File: src/rtl/uart_rx.sv
// 8N1 UART receiver with 16x oversampling, a valid/ready output handshake,
// and one-cycle frame-error and overrun pulses.
module uart_rx #(
    parameter int unsigned CLK_FREQ  = 100_000_000,
    parameter int unsigned BAUD_RATE = 9600
) (
    input  logic       clock_in,
    input  logic       reset,
    input  logic       rx,
    output logic [7:0] data_out,
    output logic       data_valid,
    input  logic       data_ready,
    output logic       frame_error,
    output logic       overrun
);

    localparam int unsigned DIV = CLK_FREQ / (16 * BAUD_RATE);
    localparam int unsigned CW  = (DIV > 1) ? $clog2(DIV) : 1;
    localparam logic [CW-1:0] TickMax = CW'(DIV - 1);

    typedef enum logic [2:0] {
        StIdle,
        StStart,
        StData,
        StStop,
        StWaitHigh
    } state_e;

    state_e        state_q, state_d;
    logic          rx_meta_q, rx_meta_d;
    logic          rx_sync_q, rx_sync_d;
    logic [CW-1:0] tick_cnt_q, tick_cnt_d;
    logic [3:0]    samp_cnt_q, samp_cnt_d;
    logic [2:0]    bit_cnt_q, bit_cnt_d;
    logic [7:0]    shift_q, shift_d;
    logic [7:0]    data_out_q, data_out_d;
    logic          data_valid_q, data_valid_d;
    logic          frame_error_q, frame_error_d;
    logic          overrun_q, overrun_d;
    logic          tick;
    logic          deliver;

    always_comb begin
        rx_meta_d     = rx;
        rx_sync_d     = rx_meta_q;
        state_d       = state_q;
        samp_cnt_d    = samp_cnt_q;
        bit_cnt_d     = bit_cnt_q;
        shift_d       = shift_q;
        data_out_d    = data_out_q;
        data_valid_d  = data_valid_q;
        frame_error_d = 1'b0;
        overrun_d     = 1'b0;
        deliver       = 1'b0;
        tick          = (tick_cnt_q == TickMax);
        tick_cnt_d    = tick ? '0 : tick_cnt_q + 1'b1;

        case (state_q)
            StIdle: begin
                if (!rx_sync_q) begin
                    state_d    = StStart;
                    tick_cnt_d = '0;
                    samp_cnt_d = '0;
                    bit_cnt_d  = '0;
                end
            end
            StStart: begin
                if (tick) begin
                    if (samp_cnt_q == 4'd7) begin
                        samp_cnt_d = '0;
                        state_d    = rx_sync_q ? StIdle : StData;
                    end else begin
                        samp_cnt_d = samp_cnt_q + 4'd1;
                    end
                end
            end
            StData: begin
                if (tick) begin
                    // 4-bit sample counter wraps to 0 on the 16th tick.
                    samp_cnt_d = samp_cnt_q + 4'd1;
                    if (samp_cnt_q == 4'd15) begin
                        shift_d   = {rx_sync_q, shift_q[7:1]};
                        bit_cnt_d = bit_cnt_q + 3'd1;
                        if (bit_cnt_q == 3'd7) begin
                            state_d = StStop;
                        end
                    end
                end
            end
            StStop: begin
                if (tick) begin
                    samp_cnt_d = samp_cnt_q + 4'd1;
                    if (samp_cnt_q == 4'd15) begin
                        if (rx_sync_q) begin
                            deliver = 1'b1;
                            state_d = StIdle;
                        end else begin
                            frame_error_d = 1'b1;
                            state_d       = StWaitHigh;
                        end
                    end
                end
            end
            StWaitHigh: begin
                if (rx_sync_q) begin
                    state_d = StIdle;
                end
            end
            default: state_d = StIdle;
        endcase

        // An accept in the delivery cycle frees the slot for the new byte.
        if (deliver) begin
            if (!data_valid_q || data_ready) begin
                data_out_d   = shift_q;
                data_valid_d = 1'b1;
            end else begin
                overrun_d = 1'b1;
            end
        end else if (data_valid_q && data_ready) begin
            data_valid_d = 1'b0;
        end
    end

    always_ff @(posedge clock_in) begin
        if (reset) begin
            state_q       <= StIdle;
            rx_meta_q     <= 1'b1;
            rx_sync_q     <= 1'b1;
            tick_cnt_q    <= '0;
            samp_cnt_q    <= '0;
            bit_cnt_q     <= '0;
            shift_q       <= '0;
            data_out_q    <= '0;
            data_valid_q  <= 1'b0;
            frame_error_q <= 1'b0;
            overrun_q     <= 1'b0;
        end else begin
            state_q       <= state_d;
            rx_meta_q     <= rx_meta_d;
            rx_sync_q     <= rx_sync_d;
            tick_cnt_q    <= tick_cnt_d;
            samp_cnt_q    <= samp_cnt_d;
            bit_cnt_q     <= bit_cnt_d;
            shift_q       <= shift_d;
            data_out_q    <= data_out_d;
            data_valid_q  <= data_valid_d;
            frame_error_q <= frame_error_d;
            overrun_q     <= overrun_d;
        end
    end

    assign data_out    = data_out_q;
    assign data_valid  = data_valid_q;
    assign frame_error = frame_error_q;
    assign overrun     = overrun_q;

endmodule
File: config.mk
export PLATFORM = sky130hd
export DESIGN_NAME = uart_rx
export DESIGN_NICKNAME = d
export VERILOG_FILES = /design/src/rtl/uart_rx.sv
export SDC_FILE = /design/constraint.sdc
export NUM_CORES = 1
export LEC_CHECK = 0
export CAP_MARGIN = 10
export CORE_MARGIN = 2
export CORE_UTILIZATION = 60
export CTS_CLUSTER_DIAMETER = 120
export DETAILED_ROUTE_END_ITERATION = 10
export GPL_ROUTABILITY_DRIVEN = 0
export GPL_TIMING_DRIVEN = 0
export PLACE_DENSITY = 0.86
export SLEW_MARGIN = 10
export SYNTH_ARGS = -nofsm -noshare
export SYNTH_HDL_FRONTEND = slang
export SYNTH_SLANG_ARGS = --single-unit
File: constraint.sdc
create_clock -name clock_in -period 6.2 [get_ports clock_in]
set_clock_uncertainty 0.2 [all_clocks]
set_input_delay 1.24 -clock clock_in [delete_from_list [all_inputs] [get_ports clock_in]]
set_output_delay 1.24 -clock clock_in [all_outputs]
set_load 0.02 [all_outputs]
After elaboration in Yosys (flattened, before gate mapping) --
Cells that the tools add are included.
Cells by class: add/sub/neg operators 3, multipliers 0, equal/unequal tests 19, muxes and demuxes 33, divide/modulo/power cells 0, order comparisons 0, shifts and indexed selects 0, reduce and logical (&&, ||, !) cells 16, bitwise operators 4
Operators with widths (number):
- $mux 3 | 13
- $mux 10 | 3
- $ne 2x2->1 const B | 9
- $mux 4 | 4
- $pmux 3 s5 | 1
- $pmux 4 s3 | 1
- $add 10x1->10 const B | 1
- $eq 10x10->1 const B | 1
- $mux 1 | 9
- $reduce_and 9->1 | 1
- $reduce_and 4->1 | 2
- $eq 3x2->1 const B | 2
- $eq 3x3->1 const B | 2
- $pmux 3 s2 | 1
- $add 4x1->4 const B | 1
- $eq 4x3->1 const B | 1
- $eq 4x4->1 const B | 1
- $ne 2x1->1 const B | 2
- $not 1->1 | 4
- $reduce_and 2->1 | 2
- $reduce_bool 2->1 | 2
- $reduce_or 2->1 | 2
- $reduce_or 4->1 | 1
- $add 3x1->3 const B | 1
- 8 further kinds | 8
Word-level totals: bits in read-only memories 0, memories 0, RAM bits 0, bits in latches 0, register bits 41, word-level logic and storage cells 86

Longest topological paths before layout --
Gate-level depths: netlist of run 1.
word-level depth 6, gate-level depth with buffers 8, gate-level depth less buffers 7

Worst setup path after synthesis of run 1 --
OpenSTA, ideal clock, no wires.
path type input to register, from input port data_ready, to register data_out_q[0], in the netlist data_out[0], required time 5.872 ns, path buffers 0, setup slack 3.878 ns, arrival 1.994 ns, cell stages on the path 4, cells stage by stage nand2b_1 > nand3_1 > mux2i_1 > nor2_1
On the way: word-level cells in the longest chain between the ends 2
Ends and longest elaborated chain:
- start, declared | RTL line 12 | input logic data_ready,
- $logic_or 1x1->1 | RTL line 114 | if (!data_valid_q || data_ready) begin
- $reduce_and 2->1 (no line)
- end signal, assigned | RTL line 146 | data_out_q <= data_out_d;
- end, declared | RTL line 36 | logic [7:0] data_out_q, data_out_d;
Every way passes these cells. A chain may end at the register's enable or synchronous reset.

Worst setup path after layout of run 1 --
from input port reset, to register data_out_q[1], in the netlist data_out[1]
RTL lines:
- start, declared | RTL line 8 | input logic reset,
No word-level cell between the ends.

==> results of run 1 <==
## metrics by stage
stage | hold WS (ns) | utilization, % | power (W) | worst slack, ns | cells
6_report | 0.2476 | 73.41 | 0.0004695 | 3.424 | 246
5_1_grt | 0.2496 | 73.41 | 0.0004860 | 3.356 | 246
4_1_cts | 0.2418 | 73.41 | 0.0004735 | 3.412 | 246
3_5_place_dp | 0.1958 | 70.40 | 0.0002997 | 3.053 | 238
3_3_place_gp | 0.1912 | 70.40 | 0.0002979 | 3.134 | 238
2_1_floorplan | 0.1895 | - | 0.0002918 | 3.878 | 193
## sequential cells by signal, summed over array words and instances, names as in the netlist
| name | flops |
|---|---|
| tick_cnt_q | 10 |
| data_out | 8 |
| shift_q | 8 |
| samp_cnt_q | 4 |
| bit_cnt_q | 3 |
| state_q | 3 |
| data_valid | 1 |
| frame_error | 1 |
| overrun | 1 |
| rx_meta_q | 1 |
| rx_sync_q | 1 |
## where the power goes
part	switching [W]	internal (W)	total (W)
Combinational	0.0000153	0.00000988	0.0000252
Sequential	0.00000293	0.000266	0.000269
Clock	0.0000897	0.0000853	0.000175
## cells in the final DEF, fill, tap and decap left out, types with 2 or more instances in the layout
master,synthesis,layout
sky130_fd_sc_hd__nor3b_1,4,4
sky130_fd_sc_hd__ha_1,5,5
sky130_fd_sc_hd__o21ai_0,4,4
sky130_fd_sc_hd__o32ai_1,2,2
sky130_fd_sc_hd__mux2i_1,16,16
sky130_fd_sc_hd__clkdlybuf4s50_1,0,14
sky130_fd_sc_hd__and3_1,5,5
sky130_fd_sc_hd__xor2_1,3,3
sky130_fd_sc_hd__nand4_1,2,2
sky130_fd_sc_hd__inv_1,7,7
sky130_fd_sc_hd__nor4_1,2,2
sky130_fd_sc_hd__and4_1,3,3
sky130_fd_sc_hd__nor3_1,5,5
sky130_fd_sc_hd__nand3_1,8,8
sky130_fd_sc_hd__nand2_1,4,4
sky130_fd_sc_hd__nand2b_1,4,4
sky130_fd_sc_hd__or3_1,2,2
sky130_fd_sc_hd__nor2_1,33,33
sky130_fd_sc_hd__dfxtp_1,41,41
sky130_fd_sc_hd__xnor2_1,5,5
sky130_fd_sc_hd__or2_2,2,2
sky130_fd_sc_hd__clkbuf_4,0,5
sky130_fd_sc_hd__a21oi_1,9,9
sky130_fd_sc_hd__nor2b_1,3,3
sky130_fd_sc_hd__clkbuf_1,8,8
## layer usage
| metal | global-route usage (%) | vias up |
|---|---|---|
| met3 | 5.275 | 8 |
| li1 | - | 719 |
| met5 | 0 | - |
| met2 | 39.81 | 32 |
| met1 | 25.14 | 662 |
| met4 | 13.29 | 0 |
## area by class of cell
class	count	area (µm²)	area share, %
buffer	10	46.29	2.267
inverter	7	26.28	1.287
tap	31	38.79	1.900
timing repair buffer	14	140.1	6.863
clock inverter	3	46.29	2.267
clock buffer	5	37.54	1.838
multi-input combinational	135	885.9	43.38
sequential	41	820.8	40.20
## critical path, cell delays in order
cell	delay [ns]
sky130_fd_sc_hd__clkdlybuf4s50_1	0.63
sky130_fd_sc_hd__clkbuf_1	0.41
sky130_fd_sc_hd__clkbuf_1	0.44
sky130_fd_sc_hd__nor2_1	0.10
## worst paths after layout
path              slack (ns)  cells after the start           to
hold reg to reg         0.25                      1    rx_sync_q
setup reg to reg        3.99                      6  data_out[0]
hold / removal          0.25                      1    rx_sync_q
setup / recovery        3.42                      4  data_out[1]
## kinds of logic after synthesis
logic type / Yosys count
flops: 41
xor+xnor: 8
mux: 17
simple gates: 83
buf+inv: 17
fa+ha+maj: 5
compound gates: 22
==> impl_summary.md, run 1 <==
Layout
The area added between synthesis and finish is 14.77%. The net count of the finished layout is 223. The number of inserted filler cells in the final layout is 216. The final non-filler cell area is about 2000 µm². The proportion of layout cells with a drive suffix above 1 is 7.442%. The repair_antennas step left the layout with diodes totalling 0.

Setup path
In this run the critical register-to-register path is launched from state_q[0]. The arrival time at the worst endpoint is 2.82 ns. Along the worst path, the maximum fanout reaches 10. The startpoint class of the critical path is a primary input. STA puts the critical path data required time at 6.24 ns. STA classifies the critical path endpoint as a flip-flop. The launch point of the critical path is reset. By startpoint and endpoint, the worst setup path is classified as in -> reg.

Die
The floorplan has 19 rows. The die covers 3417 µm². The floorplan die width is 58.46 µm. 15 I/O pins were placed. The standard cell core area is 2781 µm².

The effective utilization at floorplan is 63.97%. The height of the die is between 50 and 60 µm.

GRT
The global router's overall resource usage is a little under a quarter. The via count of the first global-routing pass is roughly 1400. The initial antenna violation count is 0. The first global-routing pass estimated 5913 µm of wire. Entering global routing, the biggest net connects 15 pins.

For this run the aggregate overflow at the end of global routing stands at 0.

Timing
The period utilization is 44.78%. The max-slew violation count came to 0. For the final routed database, the setup TNS stands at 0 ns. The total count of hold-check failures in the final report was 0. For this run, the top clock speed supported by timing is 360.2 MHz. For the pin with the worst max-slew slack, the measured transition is 0.5535 ns. In this run the tightest slew margin relative to its limit is between 60% and 70%. Setup violations remaining at the end of the flow were counted as 0. Counting I/O delays and the setup requirement, the final critical path takes 2.776 ns. Setup repair after global routing left no endpoint under its margin.

Route
Summed over all nets, wire length on met3 after detailed routing comes to 113 µm. The first detailed-routing pass took 4 iterations. The count of routing violations after the opening detailed-route iteration is 97.

The final routed DRC violation total is 0. The total number of vias is 1421. The total wirelength of the detailed-routed design is 3435 µm. In this run the top signal layer used is met4. The wire length on met2 is 1673 µm. After detailed routing, the number of vias per cell comes to 5.776. The met1 wire length is 1583 µm.

The mean routed wirelength per cell is 13.96 µm. The count of nets left with antenna violations once routing finished came out at 0.

Synth
The net count of the mapped netlist is 202. The XOR/XNOR share of the synthesized area is under 10%. The distinct cell type count of the synthesized netlist is 39. The top cell type's share of synthesized area is between 40% and 50%. The portion of synthesized area spent on multiplexers is 9.634%. Of the synthesized area, sequential elements account for 46.13%. The mapped cell area is ~1800 µm². Counting instances in the post-synthesis netlist gives the leading cell types as 41 x sky130_fd_sc_hd__dfxtp_1, 33 x sky130_fd_sc_hd__nor2_1, 16 x sky130_fd_sc_hd__mux2i_1. Synthesis inferred between 40 and 50 register bits. The mean post-synth cell area is 9.219 µm². The fraction of registers with async set or reset after synthesis is 0%. The adder and majority cell fraction of the synthesized area is 3.516%. Sorting the synthesized cells by area gives the leading types as sky130_fd_sc_hd__dfxtp_1 46%, sky130_fd_sc_hd__mux2i_1 9.0%, sky130_fd_sc_hd__nor2_1 7.0%. The most repeated cell in the gate-level netlist after synthesis is sky130_fd_sc_hd__dfxtp_1. The synthesized design contains 0 enable-type register cells. For this run, the leading register cell type out of synthesis is sky130_fd_sc_hd__dfxtp_1. The share of the synthesized area in compound gates (AO/OA/AOI/OAI) is 8.017%. During synthesis, Yosys emitted a total of 0 warnings.

The post-synthesis share of cell area spent on and, or, nand and nor gates is roughly 25%. The synthesized design spends more area on one cell type than any other, namely sky130_fd_sc_hd__dfxtp_1. By area, the combinational part of the netlist is dominated by simple AND/OR/NAND/NOR gates.

The cell count after synthesis came out at 193.

Hold path
The startpoint of the worst hold path is rx_meta_q. The path class of the lowest-slack min-delay path is reg -> reg.

Clock tree
The buffer type at the clock tree root is sky130_fd_sc_hd__clkbuf_4. The longest clock path from root to sink contains 2 buffers. The post-cts sizing count is 0.

The CTS tree is built. In this run, post-CTS hold repair placed 0 buffers. Counting every sink on the clock net gives 41. The number of buffers created by CTS is 5. The H-tree was split into 2 levels. The post-CTS setup buffer count is 0. At the later pin of the worst-skew pair, clock insertion delay measures 0.36 ns.

The clock slew at the register clock pins of the worst setup and hold paths is 0.13 ns.

Run
The tool flagged a number of max-cap violations equal to 0.

Status
The run finished with clean final reports.

Placement
The standard cell area after detailed placement is 1958 µm². The count of buffers added on input and output ports is 14. After legalization and detailed placement, the total HPWL measured 2469 µm.

Pwr
Power spread over the standard cell area amounts to 229.9 nW/µm². The worst ir drop on vdd is 0.2793 mV. The analysis attributes to cell leakage a power of 0.8709 nW.
Power figures use the tool's default switching activity.
==> inputs of run 2 (changes only) <==
--- a/config.mk
+++ b/config.mk
@@ -7,12 +7,12 @@
 export LEC_CHECK = 0
 export CAP_MARGIN = 10
 export CORE_MARGIN = 2
-export CORE_UTILIZATION = 60
+export CORE_UTILIZATION = 51
 export CTS_CLUSTER_DIAMETER = 120
 export DETAILED_ROUTE_END_ITERATION = 10
 export GPL_ROUTABILITY_DRIVEN = 0
 export GPL_TIMING_DRIVEN = 0
-export PLACE_DENSITY = 0.86
+export PLACE_DENSITY = 0.78
 export SLEW_MARGIN = 10
 export SYNTH_ARGS = -nofsm -noshare
 export SYNTH_HDL_FRONTEND = slang
==> constraint.sdc (replaced) <==
create_clock -name clock_in -period 2.5 [get_ports clock_in]
set_clock_uncertainty 0.2 [all_clocks]
set_input_delay 0.5 -clock clock_in [delete_from_list [all_inputs] [get_ports clock_in]]
set_output_delay 0.5 -clock clock_in [all_outputs]
set_load 0.02 [all_outputs]
==> run 2 against run 1 <==
Net effect: die area up 16%; combinational power up 140%; sequential share of layout area down 0.39 points; critical path depth up 2; global-route usage down 6.0 points; non-clock buffer count unchanged.
==> impl_summary.md, run 2 (same netlist as run 1, synthesis figures left out) <==
GRT
The pin count of the biggest net entering global routing is 13. The total overflow reported by the global router is 0. The via count of the first global-routing pass came to 1290. The first global-routing pass estimated ~5400 µm of wire. The initial antenna violation count is 0. Global routing used 16.84% of the available tracks.

Pwr
Power spread over the standard cell area amounts to 564.2 nW/µm². The static leakage power is slightly below 0.9 nW. Registers are responsible for 57.4% of the overall power. Cell internal power was estimated by the tool at 0.0009236 W. The worst ir drop on vdd is 0.3005 mV. In this run switching power makes up 20.61% of total power. The combinational power share is 5.1%. In this run the power spent charging and discharging nets is 0.0002397 W.

The clock network is responsible for 37.5% of the overall power.

Timing
The shortest period the worst path allows is 2.154 ns. For the pin with the worst max-slew slack, the measured transition is 0.5333 ns. The post-route setup TNS is 0 ns. The total count of hold-check failures in the final report is 0. The max-slew violation count is 0. Headroom to the max-slew limit came out at 64.34%. The period utilization is 86.14%.

The maximum clock frequency is 464.3 MHz. Setup violations remaining at the end of the flow were counted as 0. Setup repair after global routing left no endpoint under its margin.

Route
The total wirelength of the detailed-routed design is just under 3000 µm. The final antenna-violating net count is 0. The total iterations of the first detailed-routing run is 4.

The number of vias per cell is 5.241. The first routing iteration left 80 violations. Dividing the detail-routed wire length by the instance count gives around 11 µm. The routed layout has 1368 vias. In the routed design, unresolved DRC markers number 0.

Status
The run finished with clean final reports.

Setup path
The kind of end point of the critical path is a flip-flop. The kind of critical path is reg -> reg. Data on the critical path is required at its endpoint by 2.51 ns. Of all nets on the critical path, the largest fanout is 10. The startpoint class of the critical path is a flip-flop. At the worst endpoint, the arrival time is around 2.2 ns.

Die
For this configuration, the core starts out at a cell density of 53.32%. The standard cell core area is between 3000 and 4000 µm². The floorplan has 21 rows.

During I/O placement, the number of pins put on the boundary was 15. The full die area is 3977 µm². The floorplan step set the die height to between 60 and 70 µm. In this run the horizontal extent of the chip is around 63 µm.

Layout
The area added between synthesis and finish is 15.89%. The leading cell type in the layout, fill and taps excluded is sky130_fd_sc_hd__dfxtp_1. Once layout is done, the placed cells without fillers occupy 2062 µm². Cells with a size suffix above 1 make up 6.977% of the layout. At the end of the flow, the number of nets in the layout was 223. The library cells used most frequently in the layout, excluding fill and tap cells, are 41 x sky130_fd_sc_hd__dfxtp_1, 33 x sky130_fd_sc_hd__nor2_1, 16 x sky130_fd_sc_hd__mux2i_1. 0 antenna diodes ended up in the layout. The register name with the most flops is tick_cnt_q. The register with the most flip-flops in the layout has 10 of them.

Clock tree
The post-CTS setup buffer count is 0. The H-tree was split into 2 levels. The buffer type at the clock tree root is sky130_fd_sc_hd__clkbuf_4. The sink count of the clock tree is 41.

Post-CTS repair changed the size of 0 cells. The clock slew at the register clock pins of the worst setup and hold paths is 0.12 ns. The post-cts hold buffer count is 0. The number of buffers created by CTS is 5. No sink is reached through more buffers than the 2 on the longest clock path. The clock insertion delay at the later pin of the skew report is 0.33 ns. The CTS tree is built.

Placement
The HPWL reported at the end of detailed placement is 2166 µm. The standard cell area after detailed placement is 1977 µm². The number of buffers added on ports is 14.

Run
The reported max-cap violation count is 0.

Hold path
The path class of the lowest-slack min-delay path is reg -> reg.
[run 2: critical path: stages, from the launching register on]
cell and delay [ns]:
sky130_fd_sc_hd__dfxtp_1 0.33, sky130_fd_sc_hd__clkbuf_1 0.31, sky130_fd_sc_hd__nor2b_1 0.25, sky130_fd_sc_hd__and4_1 0.22, sky130_fd_sc_hd__nand3_1 0.39, sky130_fd_sc_hd__mux2i_1 0.28, sky130_fd_sc_hd__nor2_1 0.05
[run 2: area by class of cell]
class	count	area [µm²]
plain buffers	10	46.29
clock buffers	7	55.05
clock inverters	1	30.03
fillers	304	1275
inverters	7	26.28
multi-input cells	135	885.9
flip-flops and latches	41	820.8
well taps	46	57.56
repair buffers	14	140.1
[run 2: power by group through the flow]
stage	Combinational [W]	Sequential (W)	Clock (W)
after floorplan	0.0000434	0.000680	0
after global placement	0.0000584	0.000682	0
after detailed placement	0.0000598	0.000683	0
after CTS	0.0000601	0.000668	0.000449
after global routing	0.0000669	0.000669	0.000479
final	0.0000594	0.000668	0.000436
[run 2: stage by stage]
stage | worst slack (ns) | cells | hold slack [ns] | util, % | power [W]
floorplan | 0.5032 | 193 | 0.1895 | - | 0.0007237
global placement | 0.1215 | 253 | 0.1914 | 59.24 | 0.0007403
detailed placement | 0.1170 | 253 | 0.1955 | 59.24 | 0.0007424
CTS | 0.3441 | 261 | 0.2238 | 61.79 | 0.001177
global route | 0.1598 | 261 | 0.2584 | 61.79 | 0.001216
finish | 0.3464 | 261 | 0.2223 | 61.79 | 0.001163
[run 2: worst paths after layout]
| check | startpoint | end | slack [ns] | depth (start not counted) |
|---|---|---|---|---|
| hold / removal | rx_meta_q | rx_sync_q | 0.22 | 1 |
| hold reg to reg | rx_meta_q | rx_sync_q | 0.22 | 1 |
| setup / recovery | state_q[0] | data_out[5] | 0.35 | 6 |
| setup reg to reg | state_q[0] | data_out[5] | 0.35 | 6 |
[run 2: layer usage]
metal	track usage, %	wire (µm)	up-vias
met5	0	0	-
met4	5.833	17	0
met3	5.000	106	2
met2	26.86	1343	21
met1	21.67	1514	629
li1	-	-	716
==> inputs of run 3 (changes only) <==
--- a/config.mk
+++ b/config.mk
@@ -13,7 +13,7 @@
 export GPL_ROUTABILITY_DRIVEN = 0
 export GPL_TIMING_DRIVEN = 0
 export PLACE_DENSITY = 0.78
-export SLEW_MARGIN = 10
+export SLEW_MARGIN = 20
 export SYNTH_ARGS = -nofsm -noshare
 export SYNTH_HDL_FRONTEND = slang
 export SYNTH_SLANG_ARGS = --single-unit
==> constraint.sdc (replaced) <==
create_clock -name clock_in -period 2.5 [get_ports clock_in]
set_clock_uncertainty 0.2 [all_clocks]
set_input_delay 0.75 -clock clock_in [delete_from_list [all_inputs] [get_ports clock_in]]
set_output_delay 0.75 -clock clock_in [all_outputs]
set_load 0.02 [all_outputs]
==> results of run 3 <==
Same layout as run 2 (identical final DEF). Status: finished, final reports clean.
Among the figures that moved: setup slack after placement 0.1170 ns -> -0.1330 ns; setup slack after layout 0.3464 ns -> 0.2379 ns; start point of the critical path state_q[0] -> reset
==> variant, RTL diff (config.mk and constraints of run 1) <==
The 5 states of `state_e` get a one-hot encoding in 5 bits.
--- a/src/rtl/uart_rx.sv
+++ b/src/rtl/uart_rx.sv
@@ -18,12 +18,12 @@
     localparam int unsigned CW  = (DIV > 1) ? $clog2(DIV) : 1;
     localparam logic [CW-1:0] TickMax = CW'(DIV - 1);
 
-    typedef enum logic [2:0] {
-        StIdle,
-        StStart,
-        StData,
-        StStop,
-        StWaitHigh
+    typedef enum logic [4:0] {
+        StIdle     = 5'b00001,
+        StStart    = 5'b00010,
+        StData     = 5'b00100,
+        StStop     = 5'b01000,
+        StWaitHigh = 5'b10000
     } state_e;
 
     state_e        state_q, state_d;
Formal check against the unedited RTL: no difference found for any inputs over 10 cycles, from zero or initial values and one cycle with reset high; not proved beyond that.
==> variant against run 1 <==
- routed wire length up 18%
- design area up 11%
- synthesized area up 14%
- largest cell class unchanged
- global-route usage up 0.28 points
- power down 2.1%
- via count up 20%
- sequential cell count up 2
- worst setup slack worse by 11 ps
- count of clock-buffer cells in the layout unchanged
==> variant: results (changes against run 1) <==
[outcome]
status = complete, no violations

[final_layout]
top_register = tick_cnt_q
final_layout_size_suffix_gt1_share_pct = 9.88  ; +2.4 points
antenna_cells = 0  ; unchanged
fin_nets = 261  ; +17%
fillers = 276  ; +28%

[synth]
seq_area_frac_synth_pct = 42.6  ; -3.5 points
netlist_top_cells_count = dfxtp_1, nand2_1, nor2_1
syn_nets = 241  ; +19%
synth.area.top_cells = dfxtp_1, nand2_1, nand3_1, nor2_1, mux2i_1
synth_cell_types = 51  ; +31%

[clock_network]
numCtsBuffers = 5  ; unchanged
cts_setup_buffers = 0  ; unchanged
clk_latency_ps = 370

[pwr]
p_leak_nw = 0.853  ; -2.0%
peakVddDrop_mv = 0.134  ; -52%

[drt]
dr.first_iter.drc_count = 155  ; +60%
avgViaCountPerCell = 5.71  ; -1.2%
routed_wl_mm = 4.06  ; +18%
drt_pass1_iterations = 4  ; unchanged

[floorplan]
die_w_um = 62.0  ; +6.1%

[critical_path]
crit_start = data_valid
path_max_fanout = 2  ; -8
reg2reg_from = tick_cnt_q[5]
slowest_stage = clkdlybuf4s50_1
cp_slowest_stage_delay_ps = 610  ; -20 ps

[place]
dpl_worst_slack_ps = 3310  ; +258 ps
portBuffers = 13  ; -1
hpwl_mm = 2.85  ; +15%

[global_routing]
grt_usage_pct = 23.1  ; +0.28 points
grt_max_degree = 16  ; +1
grt_pass1_wl_mm = 6.43  ; +8.7%
grt_pass1_vias = 1527  ; +11%

[sta]
worst_slew_pin_slew_ps = 541  ; -12.7 ps

==> variant: changes by cell type after synthesis, sizes merged, moves of 4 or more <==
cell   delta
inv       -4
xnor2     -4
xor2      +6
nand2    +23
mux2i     -7
nand3    +11
nor2      -8
a21oi     +5
==> variant: cell families (layout without fill, tap and decap cells) <==
logic type	Yosys count	after routing	synth area share, %
XOR/XNOR	10	10	4.34
flip-flops	43	43	42.6
AO/OA/AOI/OAI	38	38	12.6
multiplexers	10	10	5.02
adder cells (fa/ha/maj)	5	5	3.10
buffers and inverters	13	34	2.54
AND/OR/NAND/NOR	113	113	29.7
==> variant: cell type report <==
cell class	count	area (sq um)	area share, %
Tap cell	46	57.6	2.54
Multi-Input combinational cell	176	1110	48.8
Sequential cell	43	861	37.9
Buffer	10	40.0	1.77
Clock buffer	5	37.5	1.65
Clock inverter	3	23.8	1.05
Inverter	3	11.3	0.496
Timing Repair Buffer	13	130	5.74
==> variant: routing by layer <==
layer  share of wire [%]  GRT usage [%]
met5                   0              0
met4                 1.5           9.12
met3                 3.7           7.87
met2                  50           38.7
met1                  45           27.0
==> variant: worst register-to-register path: cells and delay by family (launching register included) <==
kind	cells	cell delay, ps
AO/OA/AOI/OAI	1	80
buffers and inverters	1	220
flip-flops	1	360
AND/OR/NAND/NOR	4	1410
==> variant: power by group <==
group	total, mW	switching [mW]	internal (mW)	leakage [nW]
Sequential	0.284	0.00443	0.280	0.348
Clock	0.143	0.0980	0.0454	0.0278
Combinational	0.0321	0.0199	0.0122	0.478
==> variant: final timing paths <==
check            endpoint  slack (ps)  cells after the start
min             rx_sync_q         240                      1
max reg2reg  bit_cnt_q[1]        3820                      6
max            data_valid        3410                      1
min reg2reg     rx_sync_q         240                      1
==> variant: through the flow <==
step	utilization, %	cells	cell area, sq um	hold WS (ps)
CTS	69.1	299	2270	246
finish	69.1	299	2270	240
detailed placement	67.2	291	2210	211
global route	69.1	299	2270	267
floorplan	-	232	2020	189
global placement	67.2	291	2210	196
